<file path="src/rtl/bip3_pkg.sv">
`default_nettype none
// ============================================================================
// Module      : bip3_pkg
// Description : Shared types and constants for the BIP3 accumulator datapath:
//               ALU opcodes, ACC source selects, multiplier FSM states and
//               status flag bit positions.
// Revision    : 1.0 - initial release
// ============================================================================
package bip3_pkg;

    typedef enum logic [2:0] {
        ALU_ADD = 3'b000,
        ALU_SUB = 3'b001,
        ALU_AND = 3'b010,
        ALU_OR  = 3'b011,
        ALU_XOR = 3'b100,
        ALU_NOT = 3'b101,
        ALU_SLL = 3'b110,
        ALU_SRA = 3'b111
    } alu_op_t;

    typedef enum logic [1:0] {
        SEL_A_DATA = 2'b00,
        SEL_A_OPER = 2'b01,
        SEL_A_ALU  = 2'b10,
        SEL_A_MUL  = 2'b11
    } sel_a_t;

    typedef enum logic [1:0] {
        MUL_IDLE = 2'b00,
        MUL_RUN  = 2'b01,
        MUL_DONE = 2'b10
    } mul_state_t;

    // Bit positions inside the 4-bit status register {Z,N,C,V}
    localparam int FLAG_Z = 3;
    localparam int FLAG_N = 2;
    localparam int FLAG_C = 1;
    localparam int FLAG_V = 0;

endpackage
`default_nettype wire

</file>
<file path="src/rtl/bip3_datapath_if.sv">
`default_nettype none
// ============================================================================
// Module      : bip3_datapath_if
// Description : Control/memory bus of the BIP3 datapath. The master side is
//               the control unit plus data memory; the slave is the datapath.
// Revision    : 1.0 - initial release
// ============================================================================
interface bip3_datapath_if #(
    parameter int DATA_WIDTH    = 16,
    parameter int OPERAND_WIDTH = 11
);
    logic [OPERAND_WIDTH-1:0] operand_in;
    logic [DATA_WIDTH-1:0]    data_in;
    logic                     sign_ext_in;
    logic [1:0]               sel_A_in;
    logic                     sel_B_in;
    logic [2:0]               alu_op_in;
    logic                     acc_wr_in;
    logic                     status_wr_in;
    logic                     mul_start_in;
    logic                     mul_busy_out;
    logic                     mul_done_out;
    logic [OPERAND_WIDTH-1:0] data_address_out;
    logic [DATA_WIDTH-1:0]    data_out;
    logic                     status_Z_out;
    logic                     status_N_out;
    logic                     status_C_out;
    logic                     status_V_out;

    modport master (
        output operand_in, data_in, sign_ext_in, sel_A_in, sel_B_in, alu_op_in,
               acc_wr_in, status_wr_in, mul_start_in,
        input  mul_busy_out, mul_done_out, data_address_out, data_out,
               status_Z_out, status_N_out, status_C_out, status_V_out
    );

    modport slave (
        input  operand_in, data_in, sign_ext_in, sel_A_in, sel_B_in, alu_op_in,
               acc_wr_in, status_wr_in, mul_start_in,
        output mul_busy_out, mul_done_out, data_address_out, data_out,
               status_Z_out, status_N_out, status_C_out, status_V_out
    );

endinterface
`default_nettype wire

</file>
<file path="src/rtl/bip3_mul_seq.sv">
`default_nettype none
// ============================================================================
// Module      : bip3_mul_seq
// Description : Iterative unsigned shift-add multiplier, one step per cycle,
//               DATA_WIDTH steps, low DATA_WIDTH product bits kept. Start is
//               only honoured in IDLE; done pulses for one cycle in DONE.
// Revision    : 1.0 - initial release
// ============================================================================
module bip3_mul_seq
    import bip3_pkg::*;
#(
    parameter int DATA_WIDTH = 16
) (
    input  logic                  clk,
    input  logic                  rst,
    input  logic                  start,
    input  logic [DATA_WIDTH-1:0] multiplicand,
    input  logic [DATA_WIDTH-1:0] multiplier,
    output logic                  busy,
    output logic                  done,
    output logic [DATA_WIDTH-1:0] product
);
    localparam int CNT_W = $clog2(DATA_WIDTH + 1);

    mul_state_t            r_state;
    mul_state_t            w_state_next;
    logic [DATA_WIDTH-1:0] r_mcand;
    logic [DATA_WIDTH-1:0] r_mplier;
    logic [DATA_WIDTH-1:0] r_partial;
    logic [DATA_WIDTH-1:0] r_product;
    logic [CNT_W-1:0]      r_count;
    logic [DATA_WIDTH-1:0] w_step;
    logic                  w_last;

    // Partial product after this cycle's step; bits above DATA_WIDTH are dropped
    assign w_step  = r_partial + (r_mplier[0] ? r_mcand : '0);
    assign w_last  = (r_count == CNT_W'(1));
    assign product = r_product;

    // State register
    always_ff @(posedge clk) begin
        if (rst) r_state <= MUL_IDLE;
        else     r_state <= w_state_next;
    end

    // Next-state decode and handshake outputs
    always_comb begin
        w_state_next = r_state;
        busy         = 1'b0;
        done         = 1'b0;
        case (r_state)
            MUL_IDLE: if (start) w_state_next = MUL_RUN;
            MUL_RUN: begin
                busy = 1'b1;
                if (w_last) w_state_next = MUL_DONE;
            end
            MUL_DONE: begin
                done         = 1'b1;
                w_state_next = MUL_IDLE;
            end
            default: w_state_next = MUL_IDLE;
        endcase
    end

    // Operand capture, shift-add steps, and product update on the final step
    // so the result is already readable during the DONE cycle
    always_ff @(posedge clk) begin
        if (rst) begin
            r_mcand   <= '0;
            r_mplier  <= '0;
            r_partial <= '0;
            r_product <= '0;
            r_count   <= '0;
        end else begin
            case (r_state)
                MUL_IDLE: begin
                    if (start) begin
                        r_mcand   <= multiplicand;
                        r_mplier  <= multiplier;
                        r_partial <= '0;
                        r_count   <= CNT_W'(DATA_WIDTH);
                    end
                end
                MUL_RUN: begin
                    r_partial <= w_step;
                    r_mcand   <= r_mcand << 1;
                    r_mplier  <= r_mplier >> 1;
                    r_count   <= r_count - CNT_W'(1);
                    if (w_last) r_product <= w_step;
                end
                default: ;
            endcase
        end
    end

endmodule
`default_nettype wire

</file>
<file path="src/rtl/bip3_datapath.sv">
`default_nettype none
// ============================================================================
// Module      : bip3_datapath
// Description : BIP3 accumulator datapath: operand extension, ACC/B muxes,
//               8-op ALU with shifts, ACC and {Z,N,C,V} status registers.
//               Optional iterative multiplier built when BIP3_MUL_EN is
//               defined; otherwise sel_A_in = 11 aliases the ALU result.
// Revision    : 1.0 - initial release
// ============================================================================
module bip3_datapath
    import bip3_pkg::*;
#(
    parameter int DATA_WIDTH    = 16,
    parameter int OPERAND_WIDTH = 11
) (
    input  logic clock_in,
    input  logic reset_in,
    bip3_datapath_if.slave bus
);
    localparam int MSB     = DATA_WIDTH - 1;
    localparam int SHIFT_W = $clog2(DATA_WIDTH);
    localparam logic [DATA_WIDTH:0] ONE_WIDE = (DATA_WIDTH + 1)'(1);

    logic [DATA_WIDTH-1:0] r_acc;
    logic [3:0]            r_status;
    logic [DATA_WIDTH-1:0] w_ext;
    logic [DATA_WIDTH-1:0] w_b;
    logic [SHIFT_W-1:0]    w_shamt;
    logic [DATA_WIDTH:0]   w_sll;
    logic [DATA_WIDTH:0]   w_sra;
    logic [DATA_WIDTH-1:0] w_res;
    logic                  w_c;
    logic                  w_v;
    logic [3:0]            w_flags;
    logic [DATA_WIDTH-1:0] w_acc_next;

    assign w_ext   = bus.sign_ext_in ? DATA_WIDTH'($signed(bus.operand_in))
                                     : DATA_WIDTH'(bus.operand_in);
    assign w_b     = bus.sel_B_in ? w_ext : bus.data_in;
    assign w_shamt = w_b[SHIFT_W-1:0];
    // One guard bit on the outgoing side catches the last bit shifted out
    assign w_sll   = {1'b0, r_acc} << w_shamt;
    assign w_sra   = $signed({r_acc, 1'b0}) >>> w_shamt;

    // ALU result with carry and overflow
    always_comb begin
        w_res = '0;
        w_c   = 1'b0;
        w_v   = 1'b0;
        case (alu_op_t'(bus.alu_op_in))
            ALU_ADD: begin
                {w_c, w_res} = {1'b0, r_acc} + {1'b0, w_b};
                w_v = (r_acc[MSB] == w_b[MSB]) && (w_res[MSB] != r_acc[MSB]);
            end
            ALU_SUB: begin
                {w_c, w_res} = {1'b0, r_acc} + {1'b0, ~w_b} + ONE_WIDE;
                w_v = (r_acc[MSB] != w_b[MSB]) && (w_res[MSB] != r_acc[MSB]);
            end
            ALU_AND: w_res = r_acc & w_b;
            ALU_OR:  w_res = r_acc | w_b;
            ALU_XOR: w_res = r_acc ^ w_b;
            ALU_NOT: w_res = ~r_acc;
            ALU_SLL: {w_c, w_res} = w_sll;
            ALU_SRA: {w_res, w_c} = w_sra;
            default: w_res = '0;
        endcase
    end

    // Flag vector; Z and N always describe the ALU result
    always_comb begin
        w_flags         = '0;
        w_flags[FLAG_Z] = (w_res == '0);
        w_flags[FLAG_N] = w_res[MSB];
        w_flags[FLAG_C] = w_c;
        w_flags[FLAG_V] = w_v;
    end

`ifdef BIP3_MUL_EN
    logic [DATA_WIDTH-1:0] w_product;

    bip3_mul_seq #(
        .DATA_WIDTH (DATA_WIDTH)
    ) u_mul (
        .clk          (clock_in),
        .rst          (reset_in),
        .start        (bus.mul_start_in),
        .multiplicand (r_acc),
        .multiplier   (w_b),
        .busy         (bus.mul_busy_out),
        .done         (bus.mul_done_out),
        .product      (w_product)
    );
`else
    logic w_unused_start;

    assign w_unused_start   = bus.mul_start_in;
    assign bus.mul_busy_out = 1'b0;
    assign bus.mul_done_out = 1'b0;
`endif

    // ACC source select
    always_comb begin
        w_acc_next = bus.data_in;
        case (sel_a_t'(bus.sel_A_in))
            SEL_A_DATA: w_acc_next = bus.data_in;
            SEL_A_OPER: w_acc_next = w_ext;
            SEL_A_ALU:  w_acc_next = w_res;
`ifdef BIP3_MUL_EN
            SEL_A_MUL:  w_acc_next = w_product;
`else
            SEL_A_MUL:  w_acc_next = w_res;
`endif
            default:    w_acc_next = bus.data_in;
        endcase
    end

    // ACC and status registers with independent write enables
    always_ff @(posedge clock_in) begin
        if (reset_in) begin
            r_acc    <= '0;
            r_status <= '0;
        end else begin
            if (bus.acc_wr_in)    r_acc    <= w_acc_next;
            if (bus.status_wr_in) r_status <= w_flags;
        end
    end

    assign bus.data_out         = r_acc;
    assign bus.data_address_out = bus.operand_in;
    assign bus.status_Z_out     = r_status[FLAG_Z];
    assign bus.status_N_out     = r_status[FLAG_N];
    assign bus.status_C_out     = r_status[FLAG_C];
    assign bus.status_V_out     = r_status[FLAG_V];

endmodule
`default_nettype wire

</file>
<file path="src/flat_wrapper.sv">
// flat-port wrapper written by rule: the top's interface ports become plain ports
module bip3_datapath_flat import bip3_pkg::*;
#(
    parameter int DATA_WIDTH    = 16,
    parameter int OPERAND_WIDTH = 11
)
  (clock_in, reset_in, bus_operand_in, bus_data_in, bus_sign_ext_in, bus_sel_A_in, bus_sel_B_in, bus_alu_op_in, bus_acc_wr_in, bus_status_wr_in, bus_mul_start_in, bus_mul_busy_out, bus_mul_done_out, bus_data_address_out, bus_data_out, bus_status_Z_out, bus_status_N_out, bus_status_C_out, bus_status_V_out);
  bip3_datapath_if #(.DATA_WIDTH(DATA_WIDTH), .OPERAND_WIDTH(OPERAND_WIDTH)) bus_i ();
  input  logic clock_in;
  input  logic reset_in;
  input wire logic [$bits(bus_i.operand_in)-1:0] bus_operand_in;
  input wire logic [$bits(bus_i.data_in)-1:0] bus_data_in;
  input wire logic [$bits(bus_i.sign_ext_in)-1:0] bus_sign_ext_in;
  input wire logic [$bits(bus_i.sel_A_in)-1:0] bus_sel_A_in;
  input wire logic [$bits(bus_i.sel_B_in)-1:0] bus_sel_B_in;
  input wire logic [$bits(bus_i.alu_op_in)-1:0] bus_alu_op_in;
  input wire logic [$bits(bus_i.acc_wr_in)-1:0] bus_acc_wr_in;
  input wire logic [$bits(bus_i.status_wr_in)-1:0] bus_status_wr_in;
  input wire logic [$bits(bus_i.mul_start_in)-1:0] bus_mul_start_in;
  output wire logic [$bits(bus_i.mul_busy_out)-1:0] bus_mul_busy_out;
  output wire logic [$bits(bus_i.mul_done_out)-1:0] bus_mul_done_out;
  output wire logic [$bits(bus_i.data_address_out)-1:0] bus_data_address_out;
  output wire logic [$bits(bus_i.data_out)-1:0] bus_data_out;
  output wire logic [$bits(bus_i.status_Z_out)-1:0] bus_status_Z_out;
  output wire logic [$bits(bus_i.status_N_out)-1:0] bus_status_N_out;
  output wire logic [$bits(bus_i.status_C_out)-1:0] bus_status_C_out;
  output wire logic [$bits(bus_i.status_V_out)-1:0] bus_status_V_out;
  assign bus_i.operand_in = bus_operand_in;
  assign bus_i.data_in = bus_data_in;
  assign bus_i.sign_ext_in = bus_sign_ext_in;
  assign bus_i.sel_A_in = bus_sel_A_in;
  assign bus_i.sel_B_in = bus_sel_B_in;
  assign bus_i.alu_op_in = bus_alu_op_in;
  assign bus_i.acc_wr_in = bus_acc_wr_in;
  assign bus_i.status_wr_in = bus_status_wr_in;
  assign bus_i.mul_start_in = bus_mul_start_in;
  assign bus_mul_busy_out = bus_i.mul_busy_out;
  assign bus_mul_done_out = bus_i.mul_done_out;
  assign bus_data_address_out = bus_i.data_address_out;
  assign bus_data_out = bus_i.data_out;
  assign bus_status_Z_out = bus_i.status_Z_out;
  assign bus_status_N_out = bus_i.status_N_out;
  assign bus_status_C_out = bus_i.status_C_out;
  assign bus_status_V_out = bus_i.status_V_out;
  bip3_datapath #(.DATA_WIDTH(DATA_WIDTH), .OPERAND_WIDTH(OPERAND_WIDTH)) u_core (.clock_in(clock_in), .reset_in(reset_in), .bus(bus_i));
endmodule
</file>
<file path="config.mk">
export PLATFORM = sky130hd
export DESIGN_NAME = bip3_datapath_flat
export DESIGN_NICKNAME = d
export VERILOG_FILES = /design/src/rtl/bip3_pkg.sv /design/src/rtl/bip3_datapath_if.sv /design/src/rtl/bip3_mul_seq.sv /design/src/rtl/bip3_datapath.sv /design/src/flat_wrapper.sv
export SDC_FILE = /design/constraint.sdc
export NUM_CORES = 1
export LEC_CHECK = 0
export CAP_MARGIN = 20
export CELL_PAD_IN_SITES_DETAIL_PLACEMENT = 2
export CELL_PAD_IN_SITES_GLOBAL_PLACEMENT = 2
export CORE_MARGIN = 8
export CORE_UTILIZATION = 36
export DETAILED_ROUTE_END_ITERATION = 8
export PLACE_DENSITY_LB_ADDON = 0.1
export SLEW_MARGIN = 30
export SYNTH_ARGS = -nofsm -noshare
export SYNTH_HDL_FRONTEND = slang
export SYNTH_SLANG_ARGS = --single-unit
</file>
<file path="constraint.sdc">
create_clock -name clock_in -period 12.6 [get_ports clock_in]
set_input_delay 1.89 -clock clock_in [delete_from_list [all_inputs] [get_ports clock_in]]
set_output_delay 1.89 -clock clock_in [all_outputs]
set_load 0.03 [all_outputs]
</file>
==> results of run 1 <==
==> worst min-delay path: stages (launching register included) <==
cell	delay, ns
dfxtp_1	0.32
nand2b_1	0.07
a21oi_1	0.06
==> report_power, final <==
| group | switching (mW) | internal, mW | total (mW) |
|---|---|---|---|
| clock | 0.0321 | 0.0634 | 0.0955 |
| sequential | 0.0202 | 0.0681 | 0.0883 |
| combinational | 0.205 | 0.123 | 0.328 |
| total | 0.257 | 0.254 | 0.511 |
==> synth_stat cells (all sizes together), types with 15 or more instances <==
| cell | instances |
|---|---|
| nor2 | 70 |
| dfxtp | 20 |
| ha | 59 |
| mux4 | 16 |
| nor2b | 15 |
| o21ai | 40 |
| inv | 56 |
| mux2i | 50 |
| a211oi | 20 |
| nand2 | 61 |
| clkbuf | 41 |
| a21oi | 56 |
| buf | 28 |
| o22ai | 17 |
| nor3 | 15 |
==> routing by layer <==
metal / up-vias / wire length [um]
met3: 36 / 1460
met4: 0 / 613
met5: - / 0
met1: 3362 / 12400
met2: 249 / 12800
li1: 2858 / -
==> area by class of cell <==
| cell class | count | share of cell area (%) |
|---|---|---|
| multi-input cells | 623 | 73.1 |
| repair buffers | 76 | 11.5 |
| flip-flops and latches | 20 | 6.26 |
| well taps | 211 | 4.13 |
| inverters | 57 | 3.38 |
| clock buffers | 3 | 1.17 |
| clock inverters | 1 | 0.469 |
==> stage by stage <==
step | setup WS [ns] | std cells | util (%)
2_1_floorplan | 7.15 | 769 | -
3_3_place_gp | 4.66 | 987 | 41.2
3_5_place_dp | 4.71 | 987 | 41.2
4_1_cts | 4.98 | 991 | 41.9
5_1_grt | 5.54 | 991 | 41.9
6_report | 5.72 | 991 | 41.9
==> registers in the layout, indices dropped and copies added (netlist names) <==
name,count
u_core.bus.data_out,16
u_core.r_status,4
==> worst max-delay path by stage <==
stage | startpoint | end | slack [ns] | cells after the start
2_1_floorplan | bus_sel_B_in | u_core.bus.data_out[12] | 7.15 | 17
3_3_place_gp | bus_sel_B_in | u_core.bus.data_out[12] | 4.66 | 16
3_5_place_dp | bus_sel_B_in | u_core.r_status[3] | 4.71 | 16
4_1_cts | bus_sel_B_in | u_core.r_status[3] | 4.98 | 16
5_1_grt | bus_sel_B_in | u_core.bus.data_out[12] | 5.54 | 16
6_report | bus_sel_B_in | u_core.bus.data_out[12] | 5.72 | 16
==> logic make-up (layout without fill, tap and decap cells) <==
family | after synthesis | count (layout)
xor+xnor | 16 | 16
simple gates | 220 | 220
mux | 69 | 69
buf+inv | 126 | 137
other cells | 1 | 2
flops | 20 | 20
compound gates | 255 | 255
fa+ha+maj | 61 | 61
==> run_results.csv, run 1 <==
group,metric,value,unit
pwr,p_total,0.511,mW
cells_and_area,fin_area,0.00640,mm2
synth,avgSynthCellArea,7.35,um2
setup_path,r2r_end,"u_core.bus.data_out[12]",
place,port_buffers,68,
timing,drv_slew,0,
global_route,met3_usage,2.33,%
setup_path,crit_fanout,32,
synth,synth_xor_area_share,2.48,%
route,drtAntennaViolNets,0,
global_route,grt_start_max_net_pins,49,
place,gp_congestion,0.936,
setup_path,crit_path_top_delay_cell,"a2111oi_1",
cells_and_area,layout_common_cells,"nor2_1, clkdlybuf4s50_1, nand2_1",
floorplan,row_count,45,
flow_run,cap_violations,0,
route,drt_wl_total,27200,um
synth,synth_area,0.00565,mm2
synth,synthAdderAreaFrac,13.8,%
global_route,grt_pass1_vias,6809,
global_route,grt-ovfl-total,0,
global_route,grtUsageTotal,26.9,%
synth,synthMuxAreaShare,17.2,%
timing,post-route-period-util,54.6,%
min_path,hp-class,"reg -> reg",
route,vias_per_cell,6.56,
clock_network,clock_latency,0.28,ns
pwr,leakage,2.57,nW
synth,ys_ff_latch,20,
pwr,power.density,79.9,mW/mm2
min_path,min_to,"u_core.r_status[0]",
cells_and_area,antennaDiodeCount,0,
clock_network,cts.clk_slew.worst_paths,0.08,ns
setup_path,ff2ff_path_depth,13,
cells_and_area,area_growth,13.3,%
setup_path,rrSetupSlack,8.04,ns
route,route.vias.total,6505,
setup_path,cp_top_family,"compound AO/OA/AOI/OAI gates",
synth,syn_inst,768,
cells_and_area,final_common_cell,"nor2_1",
setup_path,r2r_start,"u_core.bus.data_out[0]",
synth,synth_top_family_by_area,"compound AO/OA/AOI/OAI gates",
clock_network,clockBufferDepth,2,
floorplan,fp.dieH,141,um
clock_network,cts_setup_buffers,0,
setup_path,setup.worst_path.end_class,"register",
cells_and_area,multi_input_area,0.00467,mm2
synth,synth_edf_count,0,
clock_network,cts_hold_buf,0,
route,drc,0,
setup_path,start_kind,"input pin",
place,placed_area,0.00629,mm2
setup_path,critPathBufInv,3,
global_route,grt_busiest_layer,"met2",
global_route,grt_pass1_wl,42000,um
floorplan,io_pins,72,
clock_network,cts_root_buffer,"clkbuf_16",
place,dp_hpwl,21100,um
cells_and_area,num-nets-final,881,
timing,slew_headroom,32.6,%
synth,synth_simple_gate_area_share,18.2,%
min_path,whs_path_depth,2,
clock_network,clock_sinks,20,
setup_path,crit_path_cell_trace,"buf_2 -> mux2i_4 -> buf_4 -> inv_4 -> ha_1 -> fa_1 -> o21bai_1 -> a2111oi_0 -> o21ai_0 -> a21oi_1 -> o21bai_1 -> a21oi_1 -> mux2_2 -> a2111oi_1 -> a2bb2oi_1 -> a221oi_1",
floorplan,die_x,141,um
route,drtIter0Drc,502,
route,dr.pass1.iters,5,
clock_network,cts_resized,0,
cells_and_area,layout-drive-gt1-share,6.67,%
synth,synth_top_area_cell,"ha_1",
cells_and_area,seqCellArea,400,um2
synth,synth_compound_area_share,31.0,%
setup_path,max_stage_delay,0.82,ns
cells_and_area,fillers,1820,
synth,async_flop_share,0,%
timing,tns,0,ns
global_route,antenna_found_initial,0,
floorplan,die_area,0.0199,mm2
floorplan,core,0.0153,mm2
synth,synthTopCellsByArea,"ha_1, mux2i_1, dfxtp_1, mux4_2, a21oi_1",
timing,hold_viol,0,
global_route,grtUsageMet1,36.2,%
setup_path,required,12.71,ns
synth,yosysWarnings,0,
synth,dominantRegCellSynth,"dfxtp_1",
synth,yosysSeqAreaShare,7.09,%
synth,synth_top_area_share,13.1,%
clock_network,htreeDepth,1,
route,wire_per_inst,27.5,um
timing,finalSetupViolCount,0,
setup_path,critPathArrivalTime,6.99,ns
timing,rsz0062_at_grt,"false",
setup_path,path_class,"in -> reg",
synth,ys_types,76,
clock_network,cts_tree,"done",
timing,layout_min_cycle_time,6.88,ns
timing,hold_ws,0.496,ns
pwr,vdd.ir_drop.worst,0.0473,mV
floorplan,start_util,37.0,%
timing,fmax,145,MHz
clock_network,numCtsBuffers,3,
timing,tightestPinTransition,1.01,ns
min_path,hp-start,"u_core.r_status[0]",
timing,finClkSkew,0.0148,ns
global_route,met2_usage,45.0,%
run_status,outcome,"finished, final reports clean",
No activity file was read; power rests on OpenSTA's default activity.
==> inputs of run 2 (changes only) <==
Settings changed: CORE_UTILIZATION 36 to 30.
Clock period 12.6 ns to 5.87 ns, I/O delays scaled along.
==> run 2 against run 1 <==
Against the previous run: critical path depth decreased by 1; register-to-register slack got worse by 6.6 ns; worst hold slack got worse by 0.0058 ns; critical endpoint unchanged; highest routed layer unchanged.
==> run_results.csv, run 2 (synthesis gave the netlist of run 1 again) <==
group,metric,value,unit
clock_network,cts_resized,0,
place,dp_hpwl,22300,um
timing,layout_min_cycle_time,5.37,ns
setup_path,setup.worst_path.end_class,"register",
pwr,vdd.ir_drop.worst,0.0908,mV
route,route.vias.total,6435,
clock_network,numCtsBuffers,3,
setup_path,crit_fanout,7,
setup_path,start_kind,"input pin",
global_route,grt_pass1_wl,43200,um
setup_path,ff2ff_path_depth,13,
route,wire_per_inst,27.0,um
cells_and_area,area_growth,16.7,%
setup_path,path_class,"in -> reg",
cells_and_area,layout_common_cells,"nor2_1, clkdlybuf4s50_1, nand2_1",
timing,fmax,186,MHz
pwr,p_total,1.12,mW
cells_and_area,final_core_util,35.4,%
setup_path,startpoint,"bus_sel_B_in",
pwr,leakage,2.68,nW
cells_and_area,layout-drive-gt1-share,9.10,%
pwr,power.density,170,mW/mm2
pwr,swShare,49.7,%
route,dr.pass1.iters,5,
setup_path,critPathBufInv,3,
global_route,grt_busiest_layer,"met2",
clock_network,cts_root_buffer,"clkbuf_16",
setup_path,max_stage_delay,0.72,ns
cells_and_area,antennaDiodeCount,0,
floorplan,core,0.0186,mm2
route,vias_per_cell,6.21,
clock_network,clockBufferDepth,2,
pwr,clockPowerShare,18.6,%
pwr,seq_power_share,17.1,%
clock_network,cts_tree,"done",
setup_path,critPathArrivalTime,5.49,ns
clock_network,clock_sinks,20,
clock_network,clock_latency,0.28,ns
floorplan,die_x,153,um
global_route,grtUsageMet1,31.3,%
pwr,switching_power,0.556,mW
route,drtIter0Drc,462,
min_path,hp-class,"reg -> reg",
floorplan,row_count,50,
floorplan,start_util,30.4,%
timing,hold_viol,0,
floorplan,fp.dieH,153,um
timing,drv_slew,0,
setup_path,cp_top_family,"compound AO/OA/AOI/OAI gates",
timing,finClkSkew,0.00997,ns
setup_path,r2r_start,"u_core.bus.data_out[1]",
setup_path,crit_cells,15,
pwr,p_int,0.563,mW
setup_path,r2r_end,"u_core.bus.data_out[12]",
timing,rsz0062_at_grt,"false",
clock_network,cts_hold_buf,0,
floorplan,io_pins,72,
timing,post-route-period-util,91.5,%
global_route,antenna_found_initial,0,
global_route,met2_usage,40.0,%
setup_path,required,5.99,ns
clock_network,cts_setup_buffers,0,
route,drtAntennaViolNets,0,
run_status,outcome,"finished, final reports clean",
pwr,combPwrFrac,64.3,%
clock_network,htreeDepth,1,
cells_and_area,stdcell_count,1036,
timing,finalSetupViolCount,0,
floorplan,die_area,0.0235,mm2
global_route,met3_usage,1.92,%
route,drt_wl_total,27900,um
place,gp_congestion,0.967,
global_route,grt_start_max_net_pins,32,
setup_path,crit_path_cell_trace,"clkdlybuf4s50_1 -> buf_4 -> mux2i_1 -> ha_1 -> nor3_1 -> a2111oi_0 -> o21ai_0 -> a21oi_1 -> o21bai_1 -> a21oi_1 -> mux2_2 -> a2111oi_0 -> buf_4 -> a2bb2oi_1 -> a221oi_1",
timing,tns,0,ns
cells_and_area,largest_register_ffs,16,
global_route,grt_pass1_vias,6953,
setup_path,crit_path_top_delay_cell,"clkdlybuf4s50_1",
global_route,grtUsageTotal,23.5,%
place,port_buffers,68,
route,drc,0,
timing,slew_headroom,42.2,%
timing,tightestPinTransition,0.864,ns
flow_run,cap_violations,0,
place,place_inst,1032,
clock_network,cts.clk_slew.worst_paths,0.08,ns
global_route,grt-ovfl-total,0,
setup_path,endpoint,"u_core.bus.data_out[12]",
setup_path,rrSetupSlack,1.42,ns
cells_and_area,final_common_cell,"nor2_1",
cells_and_area,num-nets-final,903,
==> run 2: cell types whose count changed in the layout (fill, tap and decap cells not counted), sizes merged <==
cell,change
buf,+22
==> run 2: cell type report <==
class                      count  area, um2
multi-input combinational    623       4670
clock inverter                 1       30.0
inverter                      57        216
clock buffer                   3       75.1
sequential                    20        400
timing repair buffer          98        901
fill                        2133      12000
tap                          234        293
==> run 2: per-layer routing <==
layer / part of all wire (%) / vias to the layer above / wire (um)
li1: - / 2897 / -
met3: 5.2 / 32 / 1440
met1: 46 / 3265 / 12800
met4: 1.7 / 0 / 482
met5: 0 / - / 0
met2: 47 / 241 / 13200
==> run 2: how the worst min path moves through the flow <==
stage	startpoint	endpoint	slack, ns	cells past startpoint
2_1_floorplan	u_core.r_status[1]	u_core.r_status[1]	0.60	2
3_3_place_gp	u_core.r_status[0]	u_core.r_status[0]	0.46	2
3_5_place_dp	u_core.r_status[0]	u_core.r_status[0]	0.48	2
4_1_cts	u_core.r_status[0]	u_core.r_status[0]	0.49	2
5_1_grt	u_core.r_status[0]	u_core.r_status[0]	0.52	2
6_report	u_core.r_status[0]	u_core.r_status[0]	0.49	2
==> run 2: power groups by stage <==
| stage | Combinational, mW | Clock, mW | Sequential, mW |
|---|---|---|---|
| after floorplan | 0.457 | 0 | 0.183 |
| after global placement | 0.688 | 0 | 0.191 |
| after detailed placement | 0.709 | 0 | 0.193 |
| after CTS | 0.715 | 0.212 | 0.190 |
| after global routing | 0.775 | 0.217 | 0.194 |
| final | 0.719 | 0.209 | 0.191 |
==> run 2: per-stage QoR <==
| step | hold WS [ns] | worst slack, ns | cell area, um2 |
|---|---|---|---|
| after floorplan | 0.595 | 1.43 | 5650 |
| after global placement | 0.461 | 0.209 | 6490 |
| after detailed placement | 0.479 | 0.174 | 6490 |
| after CTS | 0.491 | 0.426 | 6590 |
| after global routing | 0.519 | 0.144 | 6590 |
| final | 0.490 | 0.497 | 6590 |
==> run 2: worst register-to-register path: stages (launching register included) <==
cell and delay, ns:
dfxtp_1 0.71, inv_1 0.32, fa_1 0.54, o21bai_1 0.33
a2111oi_0 0.21, o21ai_0 0.46, a21oi_1 0.14, o21bai_1 0.18
a21oi_1 0.11, mux2_2 0.29, a2111oi_0 0.56, buf_4 0.22
a2bb2oi_1 0.15, a221oi_1 0.09
==> inputs of run 3 (changes only) <==
Settings changed: CTS_BUF_LIST from default to sky130_fd_sc_hd__clkbuf_2.
==> run 3 against run 2 <==
Against the previous run: clock-buffer cell count unchanged; fmax increased by 3.7%; highest routed layer is now met5; sequential power about the same; power decreased by 7.7%; clock power decreased by 41%.
==> run_results.csv, run 3 (synthesis gave the netlist of run 1 again) <==
group,metric,value,unit
min_path,hp-class,"reg -> reg",
global_route,grt_start_max_net_pins,32,
floorplan,die_x,153,um
cells_and_area,largest_register_ffs,16,
route,drtIter0Drc,466,
clock_network,clockBufferDepth,2,
route,vias_per_cell,6.13,
setup_path,path_class,"in -> reg",
setup_path,critPathBufInv,3,
timing,hold_viol,0,
cells_and_area,seqCellArea,400,um2
clock_network,cts_root_buffer,"clkbuf_2",
timing,slew_headroom,40.8,%
timing,fmax,193,MHz
setup_path,start_kind,"input pin",
setup_path,setup.worst_path.end_class,"register",
floorplan,core,0.0186,mm2
clock_network,cts_hold_buf,0,
setup_path,crit_path_cell_trace,"clkdlybuf4s50_1 -> buf_4 -> mux2i_1 -> ha_1 -> nor3_1 -> a2111oi_0 -> o21ai_0 -> a21oi_1 -> o21bai_1 -> a21oi_1 -> mux2_2 -> a2111oi_0 -> buf_4 -> a2bb2oi_1 -> a221oi_1",
cells_and_area,area_growth,15.6,%
global_route,grtUsageTotal,23.4,%
cells_and_area,multi_input_area,0.00467,mm2
floorplan,fp.dieH,153,um
run_status,outcome,"finished, final reports clean",
setup_path,crit_fanout,7,
clock_network,cts.clk_slew.worst_paths,0.32,ns
place,port_buffers,68,
clock_network,cts_setup_buffers,0,
timing,layout_min_cycle_time,5.18,ns
cells_and_area,stdcell_count,1037,
route,dr.pass1.iters,6,
route,wire_per_inst,26.9,um
setup_path,required,6.19,ns
floorplan,die_area,0.0235,mm2
timing,rsz0062_at_grt,"false",
global_route,grt-ovfl-total,0,
cells_and_area,fillers,2136,
setup_path,cp_top_family,"compound AO/OA/AOI/OAI gates",
clock_network,clock_latency,0.42,ns
timing,finClkSkew,0.0489,ns
cells_and_area,layout_common_cells,"nor2_1, clkdlybuf4s50_1, nand2_1",
route,drc,0,
global_route,grt_pass1_vias,6963,
clock_network,cts_resized,0,
route,drtAntennaViolNets,0,
clock_network,cts_tree,"done",
clock_network,clock_sinks,20,
floorplan,io_pins,72,
global_route,antenna_found_initial,3,
place,dp_hpwl,22300,um
cells_and_area,fin_area,0.00653,mm2
clock_network,numCtsBuffers,3,
global_route,grt_pass1_wl,43200,um
place,placed_area,0.00649,mm2
setup_path,crit_path_top_delay_cell,"clkdlybuf4s50_1",
cells_and_area,layout-drive-gt1-share,9.10,%
timing,tns,0,ns
route,route.vias.total,6360,
pwr,leakage,2.65,nW
timing,hold_ws,0.507,ns
setup_path,max_stage_delay,0.72,ns
setup_path,critPathArrivalTime,5.50,ns
timing,finalSetupViolCount,0,
route,drt_wl_total,27800,um
pwr,power.density,158,mW/mm2
timing,post-route-period-util,88.3,%
place,place_inst,1032,
pwr,p_total,1.03,mW
floorplan,start_util,30.4,%
timing,tightestPinTransition,0.886,ns
timing,drv_slew,0,
cells_and_area,num-nets-final,903,
cells_and_area,final_common_cell,"nor2_1",
clock_network,htreeDepth,1,
flow_run,cap_violations,0,
pwr,vdd.ir_drop.worst,0.0729,mV
place,gp_congestion,0.967,
floorplan,row_count,50,
-- run 3: changes by cell type in the layout (fill, tap and decap cells not counted), sizes merged --
cell / previous run / this run
diode: 0 / 1
-- run 3: final timing paths --
check | startpoint | to | slack (ns) | cells after the start
setup / recovery | bus_sel_B_in | u_core.bus.data_out[12] | 0.69 | 15
hold / removal | u_core.r_status[0] | u_core.r_status[0] | 0.51 | 2
setup reg to reg | u_core.bus.data_out[1] | u_core.bus.data_out[12] | 1.46 | 13
hold reg to reg | u_core.r_status[0] | u_core.r_status[0] | 0.51 | 2
-- run 3: metrics by stage --
step / worst slack [ns] / utilization, %
4_1_cts: 0.649 / 35.2
5_1_grt: 0.378 / 35.1
3_3_place_gp: 0.209 / 34.9
6_report: 0.690 / 35.1
3_5_place_dp: 0.174 / 34.9
2_1_floorplan: 1.43 / -
-- run 3: report_power, final --
| group | internal (mW) | switching [mW] |
|---|---|---|
| Clock | 0.0586 | 0.0642 |
| Combinational | 0.281 | 0.438 |
| Sequential | 0.147 | 0.0455 |
| Total | 0.486 | 0.547 |
-- run 3: worst reg2reg max path, stage by stage (launching register included) --
cell and delay (ns):
dfxtp_1 0.78, inv_1 0.33, fa_1 0.54, o21bai_1 0.34, a2111oi_0 0.21, o21ai_0 0.44, a21oi_1 0.13, o21bai_1 0.18
a21oi_1 0.11, mux2_2 0.29, a2111oi_0 0.54, buf_4 0.22, a2bb2oi_1 0.15, a221oi_1 0.09
-- run 3: layout make-up --
type / instances / area share (%)
clock buffer: 3 / 0.230
inverter: 57 / 3.32
timing repair buffer: 98 / 13.8
clock inverter: 1 / 0.460
antenna: 1 / 0.0383
multi-input combinational: 623 / 71.5
sequential: 20 / 6.13
tap: 234 / 4.48
-- run 3: routing by layer --
layer | vias up | share of wire (%) | track usage [%]
met5 | - | 0.097 | 0
met4 | 4 | 1.9 | 6.08
met3 | 36 | 4.2 | 2.14
met2 | 187 | 47 | 39.8
met1 | 3228 | 47 | 31.1
li1 | 2905 | - | -
